--- src/rtl/fetch_unit_pkg.sv ---
// Shared types and widths for the instruction fetch unit.
// Exports bus widths, reset PC, queue entry type and PC increment helper.
package fetch_unit_pkg;

    localparam int InstructionAddressBus = 32;
    localparam int InstructionBus        = 32;

    localparam logic [InstructionAddressBus-1:0] RstPc  = '0;
    localparam logic [InstructionAddressBus-1:0] PcStep =
        InstructionAddressBus'(4);

    typedef struct packed {
        logic [InstructionAddressBus-1:0] pc;
        logic [InstructionBus-1:0]        instr;
    } fetch_entry_t;

    // Sequential fetch advance; wraps modulo 2^InstructionAddressBus.
    function automatic logic [InstructionAddressBus-1:0] pc_inc(
        input logic [InstructionAddressBus-1:0] pc
    );
        return pc + PcStep;
    endfunction

endpackage

--- src/rtl/fetch_queue.sv ---
// Circular buffer of fetched {pc, instruction} entries toward decode.
// Ports: clk, rst_n, flush_i, push_i, pop_i, data_i -> data_o, full_o, empty_o.
module fetch_queue
    import fetch_unit_pkg::*;
#(
    parameter int Depth = 4
) (
    input  logic         clk,
    input  logic         rst_n,
    input  logic         flush_i,
    input  logic         push_i,
    input  logic         pop_i,
    input  fetch_entry_t data_i,
    output fetch_entry_t data_o,
    output logic         full_o,
    output logic         empty_o
);

    localparam int PtrW = (Depth > 1) ? $clog2(Depth) : 1;
    localparam int CntW = $clog2(Depth + 1);

    typedef logic [PtrW-1:0] ptr_t;
    typedef logic [CntW-1:0] cnt_t;

    localparam ptr_t LastPtr  = ptr_t'(Depth - 1);
    localparam cnt_t DepthCnt = cnt_t'(Depth);

    fetch_entry_t mem_q [Depth];

    ptr_t wr_ptr_q, wr_ptr_d;
    ptr_t rd_ptr_q, rd_ptr_d;
    cnt_t count_q,  count_d;

    logic do_push;
    logic do_pop;

    // Pointers wrap at Depth, which need not be a power of two.
    function automatic ptr_t ptr_inc(input ptr_t p);
        return (p == LastPtr) ? '0 : p + 1'b1;
    endfunction

    assign full_o  = (count_q == DepthCnt);
    assign empty_o = (count_q == '0);

    // A full queue refuses pushes even when a pop frees a slot this edge.
    assign do_push = push_i && !full_o && !flush_i;
    assign do_pop  = pop_i && !empty_o && !flush_i;

    always_comb begin
        wr_ptr_d = wr_ptr_q;
        rd_ptr_d = rd_ptr_q;
        count_d  = count_q;
        if (flush_i) begin
            wr_ptr_d = '0;
            rd_ptr_d = '0;
            count_d  = '0;
        end else begin
            if (do_push) wr_ptr_d = ptr_inc(wr_ptr_q);
            if (do_pop)  rd_ptr_d = ptr_inc(rd_ptr_q);
            case ({do_push, do_pop})
                2'b10:   count_d = count_q + 1'b1;
                2'b01:   count_d = count_q - 1'b1;
                default: count_d = count_q;
            endcase
        end
    end

    always_ff @(posedge clk or negedge rst_n) begin
        if (!rst_n) begin
            wr_ptr_q <= '0;
            rd_ptr_q <= '0;
            count_q  <= '0;
        end else begin
            wr_ptr_q <= wr_ptr_d;
            rd_ptr_q <= rd_ptr_d;
            count_q  <= count_d;
        end
    end

    // Storage needs no reset: entries are only visible while count > 0.
    always_ff @(posedge clk) begin
        if (do_push) mem_q[wr_ptr_q] <= data_i;
    end

    assign data_o = empty_o ? '0 : mem_q[rd_ptr_q];

endmodule

--- src/rtl/fetch_unit.sv ---
// Instruction fetch: PC register, ROM request and redirect handling.
// Ports: clk, rst_n, rom_ce/rom_pc/rom_instruction, redirect_*, id_*.
module fetch_unit
    import fetch_unit_pkg::*;
#(
    parameter int QueueDepth = 4
) (
    input  logic                             clk,
    input  logic                             rst_n,
    output logic                             rom_ce,
    output logic [InstructionAddressBus-1:0] rom_pc,
    input  logic [InstructionBus-1:0]        rom_instruction,
    input  logic                             redirect_valid,
    input  logic [InstructionAddressBus-1:0] redirect_pc,
    input  logic                             id_ready,
    output logic                             id_valid,
    output logic [InstructionAddressBus-1:0] id_pc,
    output logic [InstructionBus-1:0]        id_instruction
);

    logic [InstructionAddressBus-1:0] pc_q, pc_d;

    fetch_entry_t q_din;
    fetch_entry_t q_dout;
    logic         q_full;
    logic         q_empty;
    logic         q_pop;

    // Redirect wins over everything: no fetch, no pop, queue flushed.
    assign rom_ce = rst_n && !redirect_valid && !q_full;
    assign rom_pc = pc_q;

    assign q_din.pc    = pc_q;
    assign q_din.instr = rom_instruction;

    assign id_valid       = !q_empty;
    assign id_pc          = q_dout.pc;
    assign id_instruction = q_dout.instr;

    assign q_pop = id_valid && id_ready && !redirect_valid;

    always_comb begin
        pc_d = pc_q;
        if (redirect_valid) begin
            pc_d = {redirect_pc[InstructionAddressBus-1:2], 2'b00};
        end else if (rom_ce) begin
            pc_d = pc_inc(pc_q);
        end
    end

    always_ff @(posedge clk or negedge rst_n) begin
        if (!rst_n) pc_q <= RstPc;
        else        pc_q <= pc_d;
    end

    fetch_queue #(
        .Depth (QueueDepth)
    ) u_queue (
        .clk     (clk),
        .rst_n   (rst_n),
        .flush_i (redirect_valid),
        .push_i  (rom_ce),
        .pop_i   (q_pop),
        .data_i  (q_din),
        .data_o  (q_dout),
        .full_o  (q_full),
        .empty_o (q_empty)
    );

endmodule

--- config.mk ---
export PLATFORM = sky130hd
export DESIGN_NAME = fetch_unit
export DESIGN_NICKNAME = d
export VERILOG_FILES = /design/src/rtl/fetch_unit_pkg.sv /design/src/rtl/fetch_queue.sv /design/src/rtl/fetch_unit.sv
export SDC_FILE = /design/constraint.sdc
export NUM_CORES = 1
export LEC_CHECK = 0
export CORE_MARGIN = 3
export CORE_UTILIZATION = 55
export DETAILED_ROUTE_END_ITERATION = 16
export PLACE_DENSITY = 0.79
export SETUP_SLACK_MARGIN = 0.2
export SLEW_MARGIN = 20
export SYNTH_ARGS = -nofsm -noshare
export SYNTH_HDL_FRONTEND = slang
export SYNTH_SLANG_ARGS = --single-unit
export TNS_END_PERCENT = 30
--- constraint.sdc ---
create_clock -name clk -period 4.47 [get_ports clk]
set_input_delay 0.6705 -clock clk [delete_from_list [all_inputs] [get_ports clk]]
set_output_delay 0.6705 -clock clk [all_outputs]
set_load 0.1 [all_outputs]
==> impl_metrics.csv, run 1 <==
group,metric,value,unit
timing,worst_clock_skew,11.27,ps
cts,cts_tree,"done",
synth,async_flop_share,0.1298,
place,place.gp.congestion,0.8563,
cts,cts_buffer_depth,3,
timing,fin_crit_sh,0.8755,
cts,cts_max_level,1,
timing,setup_viol,0,
job,maxCapViolCount,0,
final_layout,multi_input_area,3143,um^2
worst_setup_path,crit_arrival,3240,ps
drt,wl_per_cell,22.08,um
floorplan,core_area,20560,um^2
worst_setup_path,crit_type,"flip-flop to primary output",
drt,drc,0,
drt,firstDrtPassIters,5,
cts,clock_sinks,285,
worst_setup_path,crit_start,"u_queue.rd_ptr_q[0]$_DFFE_PN0P_",
timing,fin_tns_setup,0,ps
drt,postRouteAntennaNets,0,
floorplan,die_height,152.0,um
place,dpl-instance-area,13550,um^2
floorplan,initial_core_util,0.5700,
synth,synth-edff-count,248,
pwr,combPwrFrac,0.429,
timing,finalHoldViolCount,0,
final_layout,instances_no_fill,1122,
floorplan,rows,52,
worst_setup_path,critical_path_required,3800,ps
place,dp_cells,1071,
cts,cts_setup_buffers,0,
synth,synth-xor-area-share,0.007901,
synth,synth.area.top_cells,"edfxtp_1, mux4_2, dfrtp_1, nor2b_1, or4_1",
pwr,power,9.791,mW
cts,cts_resized,0,
synth,synth_area_leader_cell,"edfxtp_1",
timing,fmax,0.2555,GHz
cts,cts_hold_buf,0,
synth,synth_area,11720,um^2
floorplan,ios,166,
place,io_buffers,159,
outcome,outcome,"complete, no violations",
final_layout,drive_above_1_share,0.1690,
cts,insertion_delay,530,ps
synth,ys_warn_count,0,
synth,ys_seq_area_frac,0.7145,
synth,ys.flop_type,"edfxtp_1",
final_layout,final_nets,906,
timing,tightest_slew,1053,ps
timing,drv_slew,0,
timing,setup_slack,556.4,ps
worst_setup_path,critPathCapture,"id_instruction[27]",
pwr,seqPwrFrac,0.329,
pwr,powerDensity,675.7,nW/um^2
cts,cts_buffers,28,
pwr,power_switching_share,0.4323,
synth,synth-simple-area-share,0.09438,
pwr,irDropWorstVdd,542.1,uV
worst_setup_path,r2r-start,"u_queue.count_q[0]$_DFFE_PN0P_",
grt,antenna_found_initial,0,
cts,cts_root_buf,"clkbuf_16",
pwr,p_leak,4.726,nW
drt,vias,6801,
synth,synth-adder-area-share,0.008114,
final_layout,area_growth,23.64,%
synth,ys_ff_latch,285,
drt,avgViaCountPerCell,6.061,
timing,relSlewSlack,0.2959,
place,hpwl,14840,um
grt,grt_pass1_vias,7147,
synth,avgSynthCellArea,17.41,um^2
drt,finalWirelength,24770,um
drt,drtIter0Drc,587,
floorplan,die_w,152.0,um
pwr,clkPwrFrac,0.242,
worst_setup_path,r2r_end,"u_queue.count_q[2]$_DFFE_PN0P_",
worst_setup_path,endpoint_kind,"primary output",
worst_setup_path,worst-r2r-cell-count,8,
cts,path_clk_slew,60,ps
grt,grt_pass1_wl,39590,um
synth,synthDistinctLibCells,47,
grt,overflow,0,
timing,period_needed,3914,ps
grt,grt_util_all_layers,0.2129,
synth,synth.top_cell.area_share,0.6355,
final_layout,fill_cells,1299,
grt,grt_max_degree,63,
floorplan,die_area,23090,um^2
worst_setup_path,cp_max_fo,37,
place,dp_slack,1082,ps
timing,rsz0062_at_grt,"false",
pwr,switching_power,4.232,mW
worst_setup_path,start_kind,"flip-flop",
worst_setup_path,r2r_setup_slack,1870,ps
synth,synth_compound_area_frac,0.03502,
final_layout,regArea,8378,um^2
final_layout,diodes,0,
min_path,hold_class,"input port to async pin",
pwr,p_int,5.558,mW
synth,postSynthCellCount,673,
synth,synth_mux_area_frac,0.1200,
final_layout,design_area,14490,um^2
synth,synth_top_family_by_area,"multiplexers",
## per-layer routing
layer	track usage	vias to the layer above	routed length, um
li1	-	2966	-
met1	0.2919	3479	9813
met2	0.3607	325	12630
met3	0.04295	31	1981
met4	0.04623	0	348
met5	0	-	0
## layout by cell type (no fill, tap or decap), drive strengths merged, types with 8 or more instances in the layout
master,instances
or4,16
nand2,31
nor2b,64
clkbuf,44
o21ai,13
xnor2,8
clkdlybuf4s50,138
nor2,24
buf,31
o31ai,15
dfrtp,37
inv,8
mux4,62
a31oi,17
nand3,15
edfxtp,248
## flip-flops by register name (all words and copies together), names as in the netlist
register and flops:
u_queue.count_q 3, u_queue.wr_ptr_q 2, u_queue.rd_ptr_q 2, rom_pc 30
u_queue.mem_q 248
## power by group through the flow
| stage | sequential, mW | clock [mW] | combinational [mW] |
|---|---|---|---|
| after detailed placement | 3.27 | 0 | 4.22 |
| after floorplan | 3.38 | 0 | 3.13 |
| final | 3.22 | 2.37 | 4.20 |
| after global routing | 3.24 | 2.53 | 4.35 |
| after CTS | 3.22 | 2.42 | 4.24 |
| after global placement | 3.25 | 0 | 4.19 |
## worst max-delay path: stages (launching register included)
cell and delay (ps):
dfrtp_4 620, buf_12 330, mux4_2 560, nor2b_1 150
clkdlybuf4s50_1 990
## synthesized netlist by cell type (all sizes together), types with 15 or more instances
| master | number |
|---|---|
| a31oi | 17 |
| o31ai | 15 |
| buf | 17 |
| mux4 | 62 |
| clkbuf | 27 |
| nor2b | 64 |
| nor2 | 24 |
| edfxtp | 248 |
| or4 | 16 |
| dfrtp | 37 |
| nand3 | 15 |
| nand2 | 31 |
## metrics by stage
stage,utilization,hold slack (ps)
after CTS,0.7047,115.7
after floorplan,-,374.9
final,0.7047,118.3
after global routing,0.7047,140.0
after global placement,0.6591,541.7
after detailed placement,0.6591,575.0
## final cells by class
class,instances,share of cell area
Clock buffer,44,0.05535
Clock inverter,7,0.009413
Inverter,8,0.002073
Multi-Input combinational cell,339,0.2169
Sequential cell,285,0.5782
Tap cell,270,0.02332
Timing Repair Buffer,169,0.1147
## how the worst min path moves through the flow
stage	start	to	slack, ps	cells after the start
after global routing	rst_n	rom_pc[13]$_DFFE_PN0N_	140	1
after global placement	rom_pc[31]$_DFFE_PN0N_	u_queue.mem_q[1][63]$_DFFE_PP_	540	0
after detailed placement	rom_pc[31]$_DFFE_PN0N_	u_queue.mem_q[1][63]$_DFFE_PP_	580	0
final	rst_n	rom_pc[17]$_DFFE_PN0N_	120	1
after CTS	rst_n	rom_pc[18]$_DFFE_PN0N_	120	1
after floorplan	rst_n	rom_pc[10]$_DFFE_PN0N_	370	0
## logic make-up after synthesis
kind of cell	count (synthesis)
AOI/OAI and AO/OA	63
xor gates and xnor gates	9
adders and majority gates	7
buffers and inverters	52
DFF	285
muxes	63
other	1
and+or+nand+nor	193
Note: power is estimated with default switching activity, not from simulation.
==> run 2, diff against run 1 <==
Settings changed: CORE_MARGIN 3 to default, CORE_UTILIZATION 55 to 58, PLACE_DENSITY 0.79 to 0.83.
Clock period 4.47 ns to 5.05 ns, I/O delays scaled along.
==> run 2 against run 1 <==
Cell area is 0.34% lower; highest routed layer unchanged; wire length is 3.0% lower; non-clock buffer count is 2 lower; flip-flop and latch count stayed put; final cell count is 0.53% lower; count of clock-buffer cells in the layout is 2 higher; global-route usage is 2.6 points higher; register-to-register slack better by 590 ps; sequential share of layout area is 0.20 points higher; clock power is 18% lower; utilization is 3.0 points higher; die area is 10% lower.
==> impl_metrics.csv, run 2 (synthesis results as in run 1) <==
group,metric,value,unit
grt,overflow,0,
min_path,hold_class,"input port to async pin",
timing,fin_tns_setup,0,ps
floorplan,core_area,19650,um^2
cts,cts_buffer_depth,3,
place,io_buffers,159,
pwr,seqPwrFrac,0.336,
drt,finalWirelength,24030,um
timing,finalHoldViolCount,0,
cts,cts_setup_buffers,0,
drt,wl_per_cell,21.53,um
timing,fin_crit_sh,0.8290,
drt,firstDrtPassIters,5,
floorplan,initial_core_util,0.5963,
cts,cts_resized,0,
final_layout,drive_above_1_share,0.1481,
place,place.gp.congestion,0.8257,
cts,cts_buffers,28,
floorplan,die_height,144.1,um
final_layout,largest_register_ffs,248,
cts,clock_sinks,285,
worst_setup_path,critical_path_required,4290,ps
timing,setup_viol,0,
pwr,irDropWorstVdd,508.6,uV
pwr,power_switching_share,0.4377,
drt,postRouteAntennaNets,0,
worst_setup_path,cp_max_fo,24,
final_layout,top_register,"u_queue.mem_q",
job,maxCapViolCount,0,
drt,avgViaCountPerCell,5.982,
floorplan,ios,166,
worst_setup_path,r2r_setup_slack,2460,ps
final_layout,area_growth,23.22,%
timing,rsz0062_at_grt,"false",
drt,drtIter0Drc,510,
timing,drv_slew,0,
timing,worst_clock_skew,11.45,ps
timing,fmax,0.2389,GHz
pwr,p_leak,4.657,nW
grt,antenna_found_initial,0,
cts,cts_max_level,1,
grt,grt_util_all_layers,0.2389,
timing,period_needed,4186,ps
final_layout,final_nets,904,
pwr,switching_power,3.735,mW
pwr,combPwrFrac,0.436,
grt,grt_pass1_vias,6957,
final_layout,most-common-layout-cells,"edfxtp_1, clkdlybuf4s50_1, nor2b_1",
cts,cts_hold_buf,0,
floorplan,die_area,20780,um^2
cts,insertion_delay,530,ps
worst_setup_path,start_kind,"flip-flop",
cts,cts_root_buf,"clkbuf_16",
worst_setup_path,crit_type,"flip-flop to primary output",
floorplan,rows,51,
drt,vias,6676,
cts,cts_tree,"done",
timing,tightest_slew,1045,ps
pwr,clkPwrFrac,0.229,
drt,drc,0,
final_layout,diodes,0,
floorplan,die_w,144.1,um
grt,grt_pass1_wl,37140,um
timing,hold_ws,269.8,ps
place,hpwl,14290,um
outcome,outcome,"complete, no violations",
worst_setup_path,crit_arrival,3430,ps
cts,path_clk_slew,60,ps
grt,grt_max_degree,63,
pwr,p_int,4.798,mW
pwr,powerDensity,590.9,nW/um^2
final_layout,final_common_cell,"edfxtp_1",
timing,relSlewSlack,0.3010,
worst_setup_path,endpoint_kind,"primary output",
[run 2: cell types whose count changed in the layout (fill, tap and decap cells not counted)]
| cell | change |
|---|---|
| buf_4 | -19 |
| clkdlybuf4s50_1 | +19 |
| bufinv_16 | -4 |
| clkbuf_8 | +4 |
| clkinv_2 | +3 |
| and3_2 | -2 |
| and3_4 | +2 |
| buf_12 | -2 |
| clkbuf_1 | -2 |
[run 2: per-stage QoR]
| step | area [um^2] | instances | setup slack (ps) | power (mW) | util |
|---|---|---|---|---|---|
| 6_report | 14440 | 1116 | 863.5 | 8.533 | 0.7347 |
| 2_1_floorplan | 11730 | 676 | 1595 | 5.762 | - |
| 5_1_grt | 14440 | 1116 | 698.9 | 8.823 | 0.7347 |
| 3_5_place_dp | 13560 | 1064 | 1370 | 6.639 | 0.6899 |
| 4_1_cts | 14440 | 1116 | 800.6 | 8.587 | 0.7347 |
| 3_3_place_gp | 13560 | 1064 | 1389 | 6.591 | 0.6899 |
[run 2: worst paths after layout]
path	from	to	cells after the start
max	u_queue.rd_ptr_q[0]$_DFFE_PN0P_	id_pc[16]	4
min	rst_n	rom_pc[18]$_DFFE_PN0N_	1
max reg2reg	rom_pc[16]$_DFFE_PN0N_	rom_pc[23]$_DFFE_PN0N_	4
min reg2reg	rom_pc[31]$_DFFE_PN0N_	u_queue.mem_q[2][63]$_DFFE_PP_	0
max in group asynchronous	rst_n	rom_pc[4]$_DFFE_PN0N_	2
min in group clk	rom_pc[31]$_DFFE_PN0N_	u_queue.mem_q[2][63]$_DFFE_PP_	0
[run 2: worst max-delay path: stages (launching register included)]
cell and delay, ps:
dfrtp_4 770, buf_4 400, mux4_2 560, nor2b_1 160, clkdlybuf4s50_1 990
[run 2: final cells by class]
| type | count | area (um^2) |
|---|---|---|
| clock buffer | 46 | 849.6 |
| clock inverter | 6 | 31.28 |
| fill | 1256 | 5214 |
| inverter | 8 | 30.03 |
| multi-input combinational | 339 | 3151 |
| sequential | 285 | 8378 |
| tap | 265 | 331.6 |
| timing repair buffer | 167 | 1669 |
[run 2: power by group through the flow]
stage | Sequential (mW) | Combinational, mW | Clock, mW
finish | 2.86 | 3.72 | 1.95
global route | 2.89 | 3.85 | 2.09
CTS | 2.87 | 3.74 | 1.98
detailed placement | 2.92 | 3.72 | 0
global placement | 2.90 | 3.69 | 0
floorplan | 2.99 | 2.77 | 0
[run 2: layer usage]
| metal | up-vias | routed length, um | track usage |
|---|---|---|---|
| met1 | 3384 | 9436 | 0.3044 |
| met3 | 42 | 1956 | 0.05993 |
| met4 | 0 | 501 | 0.07701 |
| li1 | 2966 | - | - |
| met5 | - | 0 | 0 |
| met2 | 284 | 12130 | 0.4045 |
==> run 3, diff against run 2 <==
Settings changed: CORE_UTILIZATION 58 to 49, PLACE_DENSITY 0.83 to 0.75.
Clock period 5.05 ns to 3.7 ns, I/O delays scaled along.
==> run 3 against run 2 <==
Power is 35% higher; non-clock buffer count is 14 higher; sequential power is 36% higher; utilization is 12 points lower; critical endpoint is now id_pc[23]; count of clock-buffer cells in the layout is 9 lower; combinational power is 34% higher; first-iteration DRC count is 17% lower; register-to-register slack worse by 1300 ps; flip-flop and latch count stayed put; critical path depth stayed put; die area is 18% higher; final cell count is 6.3% higher.
==> impl_metrics.csv, run 3 (synthesis results as in run 1) <==
group,metric,value,unit
cts,cts_tree,"done",
pwr,power,11.52,mW
timing,rsz0062_at_grt,"false",
worst_setup_path,path_common_cell,"buf_4",
worst_setup_path,start_kind,"flip-flop",
worst_setup_path,critPathTopFamily,"flip-flops",
final_layout,design_area,14480,um^2
floorplan,initial_core_util,0.4993,
timing,relSlewSlack,0.3127,
worst_setup_path,path_cells,"buf_4 -> mux4_2 -> nor2b_1 -> buf_4",
floorplan,core_area,23470,um^2
worst_setup_path,cp_max_fo,16,
worst_setup_path,path_buf_inv,2,
pwr,p_leak,4.830,nW
final_layout,drive_above_1_share,0.2307,
job,maxCapViolCount,0,
drt,postRouteAntennaNets,0,
final_layout,area_growth,23.57,%
place,dpl-instance-area,13610,um^2
floorplan,die_height,156.6,um
place,place.gp.congestion,0.7506,
cts,cts_max_level,1,
final_layout,final_common_cell,"edfxtp_1",
cts,cts_setup_buffers,0,
drt,drtIter0Drc,424,
final_layout,fill_cells,1712,
timing,worst_clock_skew,10.60,ps
final_layout,top_register,"u_queue.mem_q",
final_layout,final_nets,919,
cts,cts_buffers,29,
floorplan,die_area,24540,um^2
drt,finalWirelength,24230,um
floorplan,ios,166,
final_layout,multi_input_area,3151,um^2
worst_setup_path,endpoint_kind,"primary output",
grt,grt_max_degree,39,
drt,avgViaCountPerCell,5.601,
pwr,powerDensity,795.3,nW/um^2
worst_setup_path,slowest_delay,620,ps
min_path,hold_class,"input port to async pin",
timing,fmax,0.3317,GHz
grt,grt_pass1_vias,6601,
drt,vias,6643,
cts,clock_sinks,285,
cts,cts_root_buf,"clkbuf_16",
cts,cts_buffer_depth,3,
grt,overflow,0,
worst_setup_path,critical_path_required,3140,ps
timing,setup_viol,0,
floorplan,rows,56,
timing,hold_ws,480.5,ps
grt,grt_util_all_layers,0.2001,
drt,firstDrtPassIters,5,
floorplan,die_w,156.6,um
final_layout,diodes,0,
drt,wl_per_cell,20.43,um
pwr,irDropWorstVdd,839.4,uV
cts,insertion_delay,530,ps
outcome,outcome,"complete, no violations",
final_layout,most-common-layout-cells,"edfxtp_1, clkdlybuf4s50_1, buf_4",
worst_setup_path,critPathSlowestCell,"dfrtp_4",
timing,tightest_slew,1028,ps
grt,grt_pass1_wl,37020,um
timing,fin_tns_setup,0,ps
timing,fin_crit_sh,0.8148,
cts,path_clk_slew,60,ps
grt,antenna_found_initial,0,
timing,period_needed,3015,ps
timing,finalHoldViolCount,0,
timing,drv_slew,0,
worst_setup_path,crit_type,"flip-flop to primary output",
worst_setup_path,crit_arrival,2460,ps
final_layout,regArea,8381,um^2
drt,drc,0,
final_layout,largest_register_ffs,248,
place,io_buffers,159,
cts,cts_resized,0,
place,hpwl,15040,um
==> run 3: final cells by class <==
class	instances	area share
sequential	285	0.5787
tap	319	0.02756
clock buffer	37	0.05219
inverter	8	0.002074
clock inverter	17	0.007517
multi-input combinational	339	0.2176
timing repair buffer	181	0.1144
==> run 3: routing by layer <==
layer,vias up,track usage,part of all wire
li1,2999,-,-
met1,3344,0.2735,0.41
met2,261,0.3267,0.49
met3,39,0.04237,0.079
met4,0,0.05556,0.021
met5,-,0,0
==> run 3: what timing repair did <==
item	4_1_cts	5_1_grt
hold buffers	1	0
endpoints found under the hold margin	8	0
setup endpoints to repair	0	0
==> run 3: through the flow <==
stage | setup WS (ps) | utilization | instances
2_1_floorplan | 447.2 | - | 676
3_3_place_gp | 974.8 | 0.5797 | 1131
3_5_place_dp | 971.1 | 0.5797 | 1131
4_1_cts | 613.1 | 0.6170 | 1186
5_1_grt | 552.1 | 0.6170 | 1186
6_report | 685.2 | 0.6170 | 1186
==> run 3: final timing paths <==
kind,startpoint,endpoint,slack (ps),depth (start not counted)
min,rst_n,u_queue.rd_ptr_q[0]$_DFFE_PN0P_,480,2
min in group clk,redirect_pc[16],rom_pc[16]$_DFFE_PN0N_,580,3
max in group asynchronous,rst_n,rom_pc[21]$_DFFE_PN0N_,2490,3
min reg2reg,u_queue.wr_ptr_q[1]$_DFFE_PN0P_,u_queue.wr_ptr_q[1]$_DFFE_PN0P_,590,2
max,u_queue.rd_ptr_q[0]$_DFFE_PN0P_,id_pc[23],690,4
max reg2reg,u_queue.count_q[0]$_DFFE_PN0P_,u_queue.count_q[2]$_DFFE_PN0P_,1160,8
==> run 3: power breakdown <==
| group | leakage [nW] | switching (mW) | internal (mW) |
|---|---|---|---|
| sequential | 2.68 | 0.202 | 3.69 |
| combinational | 1.73 | 3.78 | 1.19 |
| clock | 0.418 | 1.15 | 1.51 |
==> run 3: worst register-to-register path, delay by kind of cell (launching register included) <==
kind / cells / cell delay, ps
DFF: 1 / 490
AOI/OAI and AO/OA: 5 / 1150
adders and majority gates: 1 / 440
and+or+nand+nor: 2 / 380
